`config.mk`:
```
export PLATFORM = sky130hd
export DESIGN_NAME = iccm_loader_tlul
export DESIGN_NICKNAME = d
export VERILOG_FILES = /design/src/rtl/iccm_loader_tlul.sv
export SDC_FILE = /design/constraint.sdc
export NUM_CORES = 1
export LEC_CHECK = 0
export CORE_ASPECT_RATIO = 1.1
export CORE_MARGIN = 2
export CORE_UTILIZATION = 38
export DETAILED_ROUTE_END_ITERATION = 10
export GPL_TIMING_DRIVEN = 0
export HOLD_SLACK_MARGIN = 0.03
export PLACE_DENSITY = 0.79
export RECOVER_POWER = 25
export SYNTH_ARGS = -nofsm -noshare
export SYNTH_HDL_FRONTEND = slang
export SYNTH_SLANG_ARGS = --single-unit
```
`constraint.sdc`:
```
create_clock -name clock -period 2.4 [get_ports clock]
set_clock_uncertainty 0.1 [all_clocks]
set_input_delay 0.48 -clock clock [delete_from_list [all_inputs] [get_ports clock]]
set_output_delay 0.48 -clock clock [all_outputs]
set_load 0.005 [all_outputs]
```
`src/rtl/iccm_loader_tlul.sv`:
```
// Boot loader: packs a byte stream little-endian into 32-bit words and writes them
// to instruction memory over TL-UL. Optional readback verify: ICCM_LOADER_READBACK_EN.

package tlul_pkg;

    typedef enum logic [2:0] {
        PutFullData    = 3'h0,
        PutPartialData = 3'h1,
        Get            = 3'h4
    } tl_a_op_e;

    typedef enum logic [2:0] {
        AccessAck     = 3'h0,
        AccessAckData = 3'h1
    } tl_d_op_e;

    typedef struct packed {
        logic [4:0] rsvd;
        logic [3:0] instr_type;
        logic [6:0] cmd_intg;
        logic [6:0] data_intg;
    } tl_a_user_t;

    typedef struct packed {
        logic [6:0] rsp_intg;
        logic [6:0] data_intg;
    } tl_d_user_t;

    typedef struct packed {
        logic       a_valid;
        tl_a_op_e   a_opcode;
        logic [2:0] a_param;
        logic [1:0] a_size;
        logic [7:0] a_source;
        logic [31:0] a_address;
        logic [3:0] a_mask;
        logic [31:0] a_data;
        tl_a_user_t a_user;
        logic       d_ready;
    } tl_h2d_t;

    typedef struct packed {
        logic       d_valid;
        tl_d_op_e   d_opcode;
        logic [2:0] d_param;
        logic [1:0] d_size;
        logic [7:0] d_source;
        logic [0:0] d_sink;
        logic [31:0] d_data;
        tl_d_user_t d_user;
        logic       d_error;
        logic       a_ready;
    } tl_d2h_t;

endpackage

module iccm_loader_tlul #(
    parameter logic [31:0] BaseAddr = 32'h0000_0000,
    parameter int unsigned MaxWords = 1024,
    parameter logic [31:0] EndWord  = 32'h0000_0FFF,
    localparam int unsigned CntW    = $clog2(MaxWords) + 1
) (
    input  logic                clock,
    input  logic                rst_ni,
    input  logic                rx_valid_i,
    input  logic [7:0]          rx_byte_i,
    output logic                rx_ready_o,
    output tlul_pkg::tl_h2d_t   tl_o,
    input  tlul_pkg::tl_d2h_t   tl_i,
    output logic [CntW-1:0]     words_o,
    output logic                load_done_o,
    output logic                load_err_o,
    output logic                core_rst_no
);

    localparam logic [CntW-1:0] MaxCnt = CntW'(MaxWords);

    typedef enum logic [2:0] {
        COLLECT = 3'd0,
        REQ     = 3'd1,
        RESP    = 3'd2,
`ifdef ICCM_LOADER_READBACK_EN
        RD_REQ  = 3'd4,
        RD_RESP = 3'd5,
`endif
        DONE    = 3'd3
    } state_e;

    state_e          state_q, state_d;
    logic [1:0]      idx_q, idx_d;
    logic [31:0]     word_q, word_d;
    logic [CntW-1:0] words_q, words_d;
    logic            err_q, err_d;

    logic [CntW-1:0] words_inc;
    logic [31:0]     req_addr;

    assign words_inc = words_q + 1'b1;
    // Word-aligned address of the next slot to fill.
    assign req_addr  = BaseAddr + {{(30-CntW){1'b0}}, words_q, 2'b00};

    always_ff @(posedge clock or negedge rst_ni) begin
        if (!rst_ni) begin
            state_q <= COLLECT;
            idx_q   <= 2'd0;
            word_q  <= 32'd0;
            words_q <= '0;
            err_q   <= 1'b0;
        end else begin
            state_q <= state_d;
            idx_q   <= idx_d;
            word_q  <= word_d;
            words_q <= words_d;
            err_q   <= err_d;
        end
    end

    always_comb begin
        state_d = state_q;
        idx_d   = idx_q;
        word_d  = word_q;
        words_d = words_q;
        err_d   = err_q;
        unique case (state_q)
            COLLECT: begin
                if (rx_valid_i) begin
                    word_d[8*idx_q +: 8] = rx_byte_i;
                    idx_d                = idx_q + 2'd1;
                    // The terminator check must see the byte arriving this cycle.
                    if (idx_q == 2'd3) begin
                        state_d = (word_d == EndWord) ? DONE : REQ;
                    end
                end
            end
            REQ: begin
                if (tl_i.a_ready) begin
                    state_d = RESP;
                end
            end
            RESP: begin
                if (tl_i.d_valid) begin
                    if (tl_i.d_error) begin
                        err_d   = 1'b1;
                        state_d = DONE;
                    end else begin
`ifdef ICCM_LOADER_READBACK_EN
                        state_d = RD_REQ;
`else
                        words_d = words_inc;
                        state_d = (words_inc == MaxCnt) ? DONE : COLLECT;
`endif
                    end
                end
            end
`ifdef ICCM_LOADER_READBACK_EN
            RD_REQ: begin
                if (tl_i.a_ready) begin
                    state_d = RD_RESP;
                end
            end
            RD_RESP: begin
                // Only a word that reads back intact counts as loaded.
                if (tl_i.d_valid) begin
                    if (tl_i.d_error || (tl_i.d_data != word_q)) begin
                        err_d   = 1'b1;
                        state_d = DONE;
                    end else begin
                        words_d = words_inc;
                        state_d = (words_inc == MaxCnt) ? DONE : COLLECT;
                    end
                end
            end
`endif
            DONE: begin
                state_d = DONE;
            end
            default: begin
                state_d = COLLECT;
            end
        endcase
    end

    always_comb begin
        tl_o       = '0;
        rx_ready_o = (state_q == COLLECT);
        unique case (state_q)
            REQ: begin
                tl_o.a_valid   = 1'b1;
                tl_o.a_opcode  = tlul_pkg::PutFullData;
                tl_o.a_size    = 2'd2;
                tl_o.a_mask    = 4'hF;
                tl_o.a_address = req_addr;
                tl_o.a_data    = word_q;
            end
`ifdef ICCM_LOADER_READBACK_EN
            RD_REQ: begin
                tl_o.a_valid   = 1'b1;
                tl_o.a_opcode  = tlul_pkg::Get;
                tl_o.a_size    = 2'd2;
                tl_o.a_mask    = 4'hF;
                tl_o.a_address = req_addr;
            end
            RD_RESP: begin
                tl_o.d_ready = 1'b1;
            end
`endif
            RESP: begin
                tl_o.d_ready = 1'b1;
            end
            // Keep accepting responses once finished so a stray one cannot stall the bus.
            DONE: begin
                tl_o.d_ready = 1'b1;
            end
            default: begin
                tl_o.d_ready = 1'b0;
            end
        endcase
    end

    assign words_o     = words_q;
    assign load_done_o = (state_q == DONE);
    assign load_err_o  = err_q;
    assign core_rst_no = (state_q == DONE) && !err_q;

    logic unused_tl;
    assign unused_tl = ^{tl_i.d_opcode, tl_i.d_param, tl_i.d_size, tl_i.d_source,
                         tl_i.d_sink, tl_i.d_user, tl_i.d_data};

endmodule

```
* Yosys cells after proc, flatten, opt, wreduce, memory -nomap -nowiden
Cells that the tools add are included.
** Cells by class
- Shift operators :: 2
- Bitwise operators :: 1
- Mux-type cells :: 13
- Add/subtract/negate cells :: 3
- Reduce and logical (&&, ||, !) cells :: 8
- Eq/ne operators :: 10
** Operators by type and width (count)
- $mux W49 :: 1
- $neg A5 Y34 :: 1
- $shift A8 B34 Y32 const A :: 1
- $shiftx A8 B34 Y32 :: 1
- $bwmux W32 :: 1
- $eq A32 B12 Y1 const B :: 1
- $mux W3 :: 4
- $pmux W3 S4 :: 1
- $add A11 B1 Y11 const B :: 1
- $eq A11 B11 Y1 const B :: 1
- $mux W2 :: 4
- $eq A3 B2 Y1 const B :: 2
- $ne A2 B2 Y1 const B :: 3
- $reduce_and A3 Y1 :: 2
- $mux W4 :: 1
- $reduce_and A4 Y1 :: 1
- $eq A3 B1 Y1 const B :: 1
- $logic_not A3 Y1 :: 1
- $add A2 B1 Y2 const B :: 1
- $eq A2 B2 Y1 const B :: 1
- $ne A2 B1 Y1 const B :: 1
- $reduce_and A2 Y1 :: 1
- $reduce_or A2 Y1 :: 1
- $logic_and A1 B1 Y1 :: 1
- 3 further kinds :: 3
** Storage, ports and cells
- Input bits :: 77
- Logic and storage cells :: 42
- Bits in registers :: 49
- Output and inout bits :: 124

* Logic depth before layout (Yosys ltp)
- Word-level depth :: 8
- Gate-level depth with buffers :: 9
- Mapped depth without buffers :: 8

* Worst setup path after synthesis
Ideal clock, no wire load.
- Kind :: reg2reg
- From :: reg idx_q[0]
- To :: reg state_q[1]
- Arrival :: 1.877 ns
- Path buffers :: 1
- Clock period less this slack :: 2.049 ns
- Required time :: 2.228 ns
- Cell stages (with the launch flop) :: 10
- Setup time :: 0.072 ns
- Setup slack :: 0.351 ns
- Cell sequence :: dfrtp_1 inv_1 ha_1 and3b_1 buf_6 and3b_1 a22oi_1 and4_1 nand4_1 nand4b_1
** On the way
- Word-level cells in the longest chain between the ends :: 8
- Elaborated cells on any way between the ends :: 12
- Those cells by class :: 1 x add/sub; 3 x eq/ne; 2 x shift; 5 x mux; 1 x reduce/logical
** RTL lines
- from (decl) :: RTL line 90 : logic [1:0] idx_q, idx_d;
- from (signal assigned) :: RTL line 111 : idx_q <= idx_d;
- $neg A5 Y34 :: RTL line 127 : word_d[8*idx_q +: 8] = rx_byte_i;
- $shiftx A8 B34 Y32 / $shift A8 B34 Y32 (equally long branches) :: RTL line 127
- $bwmux W32 :: RTL line 127
- $eq A32 B12 Y1 :: RTL line 131 : state_d = (word_d == EndWord) ? DONE : REQ;
- $mux W2 :: RTL line 131
- $mux W3 :: RTL line 130 : if (idx_q == 2'd3) begin
- $mux W3 :: RTL line 126 : if (rx_valid_i) begin
- $pmux W3 S4 :: RTL line 124 : unique case (state_q)
- to (signal assigned) :: RTL line 110 : state_q <= state_d;
- to (decl) :: RTL line 89 : state_e state_q, state_d;
Several ways; a longest one is shown, not always the timed one. The select of a mux whose other input is x is not followed.
A chain may end at the register's enable or synchronous reset.

==> metrics <==
status=finished clean; number of max-cap violations=0; HPWL Detailed=6130 µm; Max-slew headroom=53.8%; Die Width=92.9 µm; Total Neg Setup Slack=0 ps; Final Critical Period=2360 ps; CTS Buf Count=5; routed vias/inst=4.65; Initial DRT Pass Iterations=4; Max Fclk=0.424 GHz; worst path required time=1820 ps; Slew Viols, Final=0; asr flop ratio synth=100%; Initial Utilization=39.3%; CP Data Arrival Time=1780 ps; CP Class=flop to output port; crit-path max cell delay=490 ps; Root Driver=clkbuf_8; VDD IR max=0.000322 V; P&R area growth vs syn=44.9%; critical path launch point type=flop; number of global-route vias before repair=2637; DRT iter0 DRCs=175; CP Capture Type=output port; # diodes=0; GRT Total Usage=16.7%; Nets=609; Fin. Hold Viols=0; crit share post-route=98.2%; flops & latches, synth=48; largest net degree at the start of global routing=38; Tot Pwr=3.57 mW; final wirelength=8280 µm; Post-Synthesis Cells=370; Post-synth EDFFs=0; leading post-synthesis cells by cell area=dfrtp_1 (36%), buf_4 (15%), and2_1 (8.9%); largest area contributor in the netlist=dfrtp_1; antenna violations before repair=0; Area after DPL=4450 µm²; register area share after synthesis=36.4%; H-Tree Depth=2; GP Congestion=0.894; TritonCTS clock tree=yes; PD cells=746 nW/µm²; worst-path cell chain=nor2b_1 -> clkbuf_8 -> buf_8 -> and2_1 -> clkdlybuf4s50_1; Vias=2947; Worst Hold Slack=410 ps; library cells used by synthesis=49; slew of the pin with the lowest slew margin=693 ps; unrepaired setup endpoints after global routing=yes; Overflow after GRT=0; IO Port Bufs=77; Yosys top cell area share=36.4%; io pins=201; P_leak=2.94 nW; number of setup violations in the final report=0; Final Cell Area=4790 µm²; Crit-path slowest cell=clkdlybuf4s50_1; row cnt=35; die height=102 µm; Crit Path Max Fanout=7; Clk pin slew, worst setup/hold paths=80 ps; Hold Crit Class=flop to flop; later-pin clock latency in the skew report=300 ps; Netlist Area Pre-Place=3300 µm²; warnings from Yosys=0; die area=9460 µm²; share of cells above drive strength 1=20.8%; WL per Instance=13.1 µm; global-route wire length before repair=12600 µm; ANT nets after route=0; DRC viols=0; CTS sink cnt=48; main flop type after synthesis=dfrtp_1; clock tree buffer depth=2; Core Footprint=8410 µm²; Avg Cell Area, Syn=8.93 µm²
## layout by cell type, fill, tap and decap left out, types with 7 or more instances in the layout
cell	count
clkbuf_8	7
o21ai_0	14
nand2_1	39
buf_4	75
a22o_1	20
nor3_1	10
and2_1	47
xnor2_1	8
nor2_1	14
clkdlybuf4s50_1	33
dfrtp_1	46
a21oi_1	7
dlymetal6s2s_1	36
ha_1	8
conb_1	59
## report_power, final
part	internal (mW)	switching [mW]	total (mW)	leakage, nW
Clock	0.299	0.262	0.561	0.0501
Combinational	0.932	0.778	1.71	2.25
Sequential	1.07	0.234	1.30	0.637
Total	2.30	1.27	3.57	2.94
## cell usage after synthesis (2+ instances only)
library cell and count:
mux2_2 2, nor4_1 6, xor2_1 5, and3b_1 3, inv_1 5, nand4_1 5, a41oi_1 3, or2b_1 2
and2_1 47, nor2_1 15, a21oi_1 7, nand2_1 39, nor3_1 10, clkbuf_1 8, nand3_1 6, nor2b_1 3
a22o_1 20, o21ai_0 14, nand2b_1 3, a31oi_1 5, buf_2 6, dfrtp_1 48, buf_4 67, xnor2_1 8
ha_1 8, buf_6 2
## area by class of cell
class	instances	area, µm²
inverters	5	18.8
repair buffers	90	967
plain buffers	83	647
fillers	753	3620
multi-input cells	291	1710
clock inverters	1	30.0
clock buffers	5	68.8
flip-flops and latches	48	1200
well taps	111	139
## cells by family after synthesis
logic type / Yosys count / share of synthesized area [%]
AOI/OAI and AO/OA: 59 / 12.8
xor gates and xnor gates: 13 / 3.45
adders and majority gates: 8 / 3.03
buffers and inverters: 89 / 18.4
DFF: 48 / 36.4
muxes: 2 / 0.682
other: 1 / 0.114
and+or+nand+nor: 150 / 25.1
## timing repair
item                                    CTS  global route
gates resized for setup                  24            40
gates cloned                              0             1
endpoints found under the setup margin   50            42
hold endpoints to repair                 11             0
setup buffers                             5             5
hold buffers                              1             0
## layer usage
layer  part of all wire, %  GRT usage (%)  up-vias  routed length, µm
met1                    42           21.3     1367               3470
met3                   7.6           3.79       11                632
li1                      -              -     1452                  -
met5                     0              0        -                  0
met2                    49           28.9      117               4090
met4                   1.1           3.96        0                 92
## per-stage QoR
step	cells	setup WS [ps]	util, %
final	634	43.5	56.9
after global placement	616	-512	52.7
after global routing	634	-72.0	56.9
after floorplan	428	351	-
after detailed placement	617	-372	52.9
after CTS	628	0.958	55.2
## registers in the layout, summed over array words and instances, names as in the netlist
register / flops
idx_q: 2
load_err_o: 1
state_q: 2
word_q: 32
words_o: 11
## worst paths after layout
path	start	end	slack (ps)	depth (start not counted)
hold reg to reg	word_q[1]$_DFFE_PN0P_	word_q[1]$_DFFE_PN0P_	410	2
min in group asynchronous	rst_ni	words_o[6]$_DFFE_PN0P_	640	2
max in group asynchronous	rst_ni	idx_q[0]$_DFFE_PN0P_	920	3
setup reg to reg	idx_q[1]$_DFFE_PN0P_	state_q[1]$_DFFE_PN0P_	60	9
hold / removal	word_q[1]$_DFFE_PN0P_	word_q[1]$_DFFE_PN0P_	410	2
setup / recovery	state_q[1]$_DFFE_PN0P_	tl_o[32]	40	5
## worst max-delay path, delay by kind of cell, from the launching register on
| family | cells | cell delay [ps] |
|---|---|---|
| flops | 1 | 410 |
| simple gates | 2 | 250 |
| buf+inv | 3 | 810 |
(Power assumes the default switching activity.)
